`config.mk`:
```
export PLATFORM = sky130hd
export DESIGN_NAME = cci_rd_arbiter
export DESIGN_NICKNAME = d
export VERILOG_FILES = /design/src/rtl/cci_rd_arbiter.sv
export SDC_FILE = /design/constraint.sdc
export NUM_CORES = 1
export LEC_CHECK = 0
export BUFFER_PORTS_ARGS = -buffer_cell sky130_fd_sc_hd__buf_2
export CORE_AREA = 4 4 489 491
export CTS_CLUSTER_SIZE = 24
export DETAILED_ROUTE_END_ITERATION = 8
export DIE_AREA = 0 0 493 495
export PLACE_DENSITY = 0.3
export SYNTH_ARGS = -nofsm -noshare
export SYNTH_HDL_FRONTEND = slang
export SYNTH_SLANG_ARGS = --single-unit
```
`constraint.sdc`:
```
create_clock -name clk -period 8.9 [get_ports clk]
set_input_delay 0.445 -clock clk [delete_from_list [all_inputs] [get_ports clk]]
set_output_delay 0.445 -clock clk [all_outputs]
set_load 0.01 [all_outputs]
```
`src/rtl/cci_rd_arbiter.sv`:
```
`ifndef CCI_TX_HDR_WIDTH
`define CCI_TX_HDR_WIDTH 61
`endif
`ifndef ASE_CCI_RX_HDR_WIDTH
`define ASE_CCI_RX_HDR_WIDTH 18
`endif
`ifndef CCI_DATA_WIDTH
`define CCI_DATA_WIDTH 512
`endif
`ifndef TX_META_TYPERANGE
`define TX_META_TYPERANGE 55:52
`endif
`ifndef ASE_TX0_RDLINE_S
`define ASE_TX0_RDLINE_S 4'h4
`endif

// Round-robin CCI TX0 read arbiter: tags mdata with requester ID/sequence, routes RX0 responses home.
// Latency: grant in the request cycle; TX0 issue and response routing one cycle later.
// Backpressure: almostfull, a full outstanding budget or drain block grants; an already registered beat still issues.
module cci_rd_arbiter #(
    parameter int         NUM_REQ        = 4,
    parameter int         MAX_OUTST      = 32,
    parameter logic [3:0] RDTYPE_DEFAULT = `ASE_TX0_RDLINE_S
) (
    input  logic                             clk,
    input  logic                             sys_reset_n,
    input  logic                             lp_initdone,
    input  logic [NUM_REQ-1:0]               req_valid,
    input  logic [NUM_REQ*32-1:0]            req_addr,
    input  logic [NUM_REQ*4-1:0]             req_type,
    output logic [NUM_REQ-1:0]               req_ready,
    output logic [`CCI_TX_HDR_WIDTH-1:0]     tx_c0_header,
    output logic                             tx_c0_rdvalid,
    input  logic                             tx_c0_almostfull,
    input  logic [`ASE_CCI_RX_HDR_WIDTH-1:0] rx_c0_header,
    input  logic [`CCI_DATA_WIDTH-1:0]       rx_c0_data,
    input  logic                             rx_c0_rdvalid,
    output logic [NUM_REQ-1:0]               rsp_valid,
    output logic [`CCI_DATA_WIDTH-1:0]       rsp_data,
    output logic [9:0]                       rsp_tag,
    input  logic                             drain_req,
    output logic                             drain_done,
    output logic                             err_unexp_rsp
);

    localparam int IW = (NUM_REQ > 1) ? $clog2(NUM_REQ) : 1;
    localparam int OW = $clog2(MAX_OUTST + 1);

    typedef enum logic [1:0] {IDLE, RUN, DRAIN, DRAINED} state_t;

    state_t                         state, state_nxt;
    logic                           run;
    logic [IW-1:0]                  ptr, winner;
    logic                           grant_vld;
    logic [NUM_REQ-1:0]             elig;
    logic [9:0]                     seq   [NUM_REQ];
    logic [OW-1:0]                  outst [NUM_REQ];
    logic                           all_zero;
    logic [3:0]                     sel_type;
    logic [`CCI_TX_HDR_WIDTH-1:0]   hdr_nxt;
    logic [3:0]                     rx_id;
    logic [NUM_REQ-1:0]             hit;
    logic                           rsp_hit, unexp;
    logic                           rx_hdr_unused;

    assign rx_hdr_unused = ^rx_c0_header[`ASE_CCI_RX_HDR_WIDTH-1:14];

    always_ff @(posedge clk or negedge sys_reset_n) begin
        if (!sys_reset_n) state <= IDLE;
        else              state <= state_nxt;
    end

    always_comb begin
        all_zero = 1'b1;
        for (int i = 0; i < NUM_REQ; i++)
            if (outst[i] != '0) all_zero = 1'b0;
    end

    // Losing the link overrides every other transition; counters are left untouched.
    always_comb begin
        state_nxt = state;
        if (!lp_initdone) begin
            state_nxt = IDLE;
        end else begin
            case (state)
                IDLE:    state_nxt = RUN;
                RUN:     if (drain_req) state_nxt = DRAIN;
                DRAIN:   if (all_zero) state_nxt = DRAINED;
                DRAINED: if (!drain_req) state_nxt = RUN;
                default: state_nxt = IDLE;
            endcase
        end
    end

    always_comb begin
        run        = (state == RUN);
        drain_done = (state == DRAINED);
    end

    always_comb begin
        for (int i = 0; i < NUM_REQ; i++)
            elig[i] = run && req_valid[i] && !tx_c0_almostfull && (outst[i] < OW'(MAX_OUTST));
    end

    // Search starts at the pointer and wraps; first eligible requester wins.
    always_comb begin
        int idx;
        idx       = 0;
        grant_vld = 1'b0;
        winner    = '0;
        for (int k = 0; k < NUM_REQ; k++) begin
            idx = int'(ptr) + k;
            if (idx >= NUM_REQ) idx = idx - NUM_REQ;
            if (!grant_vld && elig[idx]) begin
                grant_vld = 1'b1;
                winner    = IW'(idx);
            end
        end
    end

    always_comb begin
        for (int i = 0; i < NUM_REQ; i++)
            req_ready[i] = grant_vld && (winner == IW'(i));
    end

    always_comb begin
        sel_type                     = req_type[int'(winner)*4 +: 4];
        hdr_nxt                      = '0;
        hdr_nxt[`TX_META_TYPERANGE]  = (sel_type == 4'd0) ? RDTYPE_DEFAULT : sel_type;
        hdr_nxt[45:14]               = req_addr[int'(winner)*32 +: 32];
        hdr_nxt[13:10]               = 4'(winner);
        hdr_nxt[9:0]                 = seq[winner];
    end

    // A response only counts if its owner actually has a read in flight.
    always_comb begin
        rx_id = rx_c0_header[13:10];
        for (int i = 0; i < NUM_REQ; i++)
            hit[i] = rx_c0_rdvalid && (rx_id == 4'(i)) && (outst[i] != '0);
        rsp_hit = |hit;
        unexp   = rx_c0_rdvalid && !rsp_hit;
    end

    always_ff @(posedge clk or negedge sys_reset_n) begin
        if (!sys_reset_n) begin
            ptr           <= '0;
            tx_c0_rdvalid <= 1'b0;
            tx_c0_header  <= '0;
            rsp_valid     <= '0;
            rsp_data      <= '0;
            rsp_tag       <= '0;
            err_unexp_rsp <= 1'b0;
            for (int i = 0; i < NUM_REQ; i++) begin
                seq[i]   <= '0;
                outst[i] <= '0;
            end
        end else begin
            tx_c0_rdvalid <= grant_vld;
            if (grant_vld) begin
                tx_c0_header <= hdr_nxt;
                ptr          <= (winner == IW'(NUM_REQ - 1)) ? '0 : winner + 1'b1;
            end
            rsp_valid <= hit;
            if (rsp_hit) begin
                rsp_data <= rx_c0_data;
                rsp_tag  <= rx_c0_header[9:0];
            end
            if (unexp) err_unexp_rsp <= 1'b1;
            for (int i = 0; i < NUM_REQ; i++) begin
                if (req_ready[i]) seq[i] <= seq[i] + 10'd1;
                if (req_ready[i] && !hit[i])      outst[i] <= outst[i] + 1'b1;
                else if (hit[i] && !req_ready[i]) outst[i] <= outst[i] - 1'b1;
            end
        end
    end

endmodule

```
==> results.cfg <==
[status]
status = completed

[power_and_ir_drop]
ir_drop_v = 0.0001357
p_leak_nw = 20.57
total_power_w = 0.01391
power.density_nw_per_um2 = 310.2

[finish]
drive_gt1_frac = 0.4165
nets = 4319
final_util = 0.1911
syn_to_final_growth_pct = 68.04
layoutNonFillerInstCount = 6833

[worst_setup_path]
timing.rr.end = outst[23]
startpoint_type = register
ff2ff_setup_slack_ns = 4.39
crit_type = reg2reg
cp_slowest_cell = buf_4
cp_max_fo = 50
crit_family = compound AO/OA/AOI/OAI gates
reg2reg_from = ptr[1]
slowest_delay_ns = 0.59
worst_setup_path_end_kind = register
cp.depth = 16
cp_common_cell = ha_1
path_cells = or3b_1 -> a31oi_1 -> o311a_2 -> buf_4 -> inv_1 -> ha_1 -> and2_1 -> ha_1 -> inv_1 -> ha_1 -> a21o_1 -> a21oi_1 -> o21bai_1 -> a21oi_1 -> mux2i_1 -> xnor2_1
crit_start = ptr[1]
r2r_cells = 16
worstPathRequired_ns = 9.52
arrival_ns = 5.13
worst-path-buf-inv = 3
worstSetupEndpoint = outst[23]

[timing]
layout_min_cycle_time_ns = 4.511
hold_violations = 0
slew_headroom = 0.4252
rsz0062_at_grt = no
finalSetupViolations = 0
finalCritPeriodShare = 0.5069
max_slew.worst_pin.slew_ns = 0.8622
totalNegativeSetupSlack_ns = 0
skew_ns = 0.05214
final_max_slew_viol_count = 0
max_freq_mhz = 221.7

[flow_run]
drv_cap = 0

[route]
wire_per_inst_um = 21.03
vias = 21871
drtPass1Iterations = 4
viasPerCell = 3.201
drc = 0
routed_wl_um = 143700
drt_iter0_drc = 682
antenna_left = 0

[clocking]
ctsHoldBuffers = 524
numCtsBuffers = 91
cts_setup_buffers = 0
cts.sinks = 644
cts_max_path_buffers = 3
cts_tree = yes
cts_resized = 0
clock_latency_ns = 0.72
htreeDepth = 3
clk_pin_slew_ns = 0.06
cts-root-buf = clkbuf_16

[floorplan]
initial_core_util = 0.1137
die_y_um = 495
die_x_um = 493
ios = 1278
coreArea_um2 = 234700
dieArea_um2 = 244000
rows = 178

[hold_path]
holdCritPathClass = in2reg

[yosys]
ys_async_sr_fraction = 1.000
synth_edf_count = 0
ys.flop_type = dfrtp_1
synthCells = 1796
ys_seq_area_frac = 0.6038
avgSynthCellArea_um2 = 14.86
ys_warn_count = 0
synth_seq_cells = 644
synthDistinctLibCells = 47
netlist_area_um2 = 26690

[grt]
grt_overflow_total = 0
antenna_found_initial = 81
grt_pass1_vias = 23877
globalRouteTotalUtil = 0.1135
grt_max_degree = 133
grt_pass1_wl_um = 193800

[placed_design]
place_congestion = 0.7848
hpwlAfterDp_um = 116400
place_inst = 6132
io_buffers = 1260
## Yosys cell counts (2+ instances only)
cell | number | share of area
dfrtp_1 | 644 | 0.60
buf_2 | 25 | 0.0047
xor2_1 | 14 | 0.0046
a21oi_1 | 14 | 0.0026
nor3b_1 | 2 | 0.00056
nor4b_2 | 2 | 0.0011
buf_6 | 7 | 0.0030
nor2b_1 | 4 | 0.00094
a21o_1 | 5 | 0.0014
xnor2_1 | 42 | 0.014
and3_1 | 10 | 0.0023
nand3_1 | 14 | 0.0026
nand2b_1 | 4 | 0.00094
o211a_1 | 3 | 0.0011
nand2_1 | 80 | 0.011
o41ai_1 | 2 | 0.00066
nand4_1 | 8 | 0.0019
and2_1 | 6 | 0.0014
nor2_1 | 28 | 0.0039
o21bai_1 | 4 | 0.0011
inv_1 | 18 | 0.0025
and2b_1 | 2 | 0.00056
nor4_1 | 5 | 0.0012
a211oi_1 | 2 | 0.00056
clkbuf_1 | 10 | 0.0014
o21ai_1 | 36 | 0.0068
buf_4 | 62 | 0.017
mux2_1 | 470 | 0.20
o21ai_0 | 18 | 0.0034
mux2_2 | 105 | 0.044
fa_1 | 4 | 0.0030
mux2i_1 | 100 | 0.038
ha_1 | 32 | 0.015
## cell type report
type,count,area (um2)
sequential,644,16120
clock buffer,133,2628
timing repair buffer,1803,11800
inverter,19,71.32
tap,3150,3941
antenna,17,42.54
clock inverter,27,395.4
fill,26048,189900
multi-input combinational,1040,9851
## power breakdown
group	internal [W]	leakage (nW)	switching [W]	total (W)
logic	0.00216	11.3	0.00297	0.00513
registers	0.00430	7.78	0.000725	0.00503
clock network	0.00225	1.48	0.00151	0.00375
total	0.00871	20.6	0.00520	0.0139
## per-layer routing
layer	global-route usage	share of wire
met1	0.1241	0.37
met4	0.04208	0.040
met5	0.004110	0.0024
met2	0.1902	0.48
met3	0.05420	0.11
## worst min path at each step
| stage | end | start | slack [ns] | cells after the start |
|---|---|---|---|---|
| finish | rsp_data[362] | rx_c0_data[362] | 0.07 | 2 |
| detailed placement | rsp_data[331] | sys_reset_n | 0.38 | 1 |
| floorplan | err_unexp_rsp | sys_reset_n | 0.15 | 0 |
| CTS | rsp_data[362] | rx_c0_data[362] | 0.005 | 2 |
| global placement | rsp_data[331] | sys_reset_n | 0.39 | 1 |
| global route | rsp_data[362] | rx_c0_data[362] | 0.02 | 2 |
## layout by cell type (no fill, tap or decap), types with 17 or more instances in the layout
cell,instances
xnor2_1,42
nor2_1,28
mux2i_1,100
o21ai_0,18
clkbuf_1,25
buf_2,1259
dlygate4sd3_1,524
ha_1,32
o21ai_1,36
mux2_1,470
inv_1,18
clkbuf_16,93
diode_2,17
mux2_2,105
nand2_1,80
dfrtp_1,644
## logic make-up after synthesis
kind of cell / share of synthesized area
AOI/OAI and AO/OA: 0.02025
xor gates and xnor gates: 0.01838
adders and majority gates: 0.01800
buffers and inverters: 0.02930
DFF: 0.6038
muxes: 0.2801
other: 0.0001405
and+or+nand+nor: 0.03000
## metrics by stage
step / instance area (um2) / hold WS (ns) / setup WS, ns
finish: 44850 / 0.06792 / 4.389
global route: 44830 / 0.01584 / 4.036
CTS: 44810 / 0.004585 / 4.238
detailed placement: 36540 / 0.3768 / 4.154
global placement: 36540 / 0.3850 / 4.206
floorplan: 26730 / 0.1494 / 5.102
## worst register-to-register path: stages (launching register included)
cell      delay, ns
dfrtp_1        0.43
or3b_1         0.40
a31oi_1        0.22
o311a_2        0.20
buf_4          0.59
inv_1          0.26
ha_1           0.26
and2_1         0.28
ha_1           0.28
inv_1          0.19
ha_1           0.27
a21o_1         0.17
a21oi_1        0.21
o21bai_1       0.09
a21oi_1        0.19
mux2i_1        0.24
xnor2_1        0.14
## flip-flops by register name, summed over array words and instances, names as in the netlist
register / count
rsp_data: 512
tx_c0_header: 48
seq: 40
outst: 24
rsp_tag: 10
rsp_valid: 4
ptr: 2
state: 2
err_unexp_rsp: 1
tx_c0_rdvalid: 1
Power figures use the tool's default switching activity.
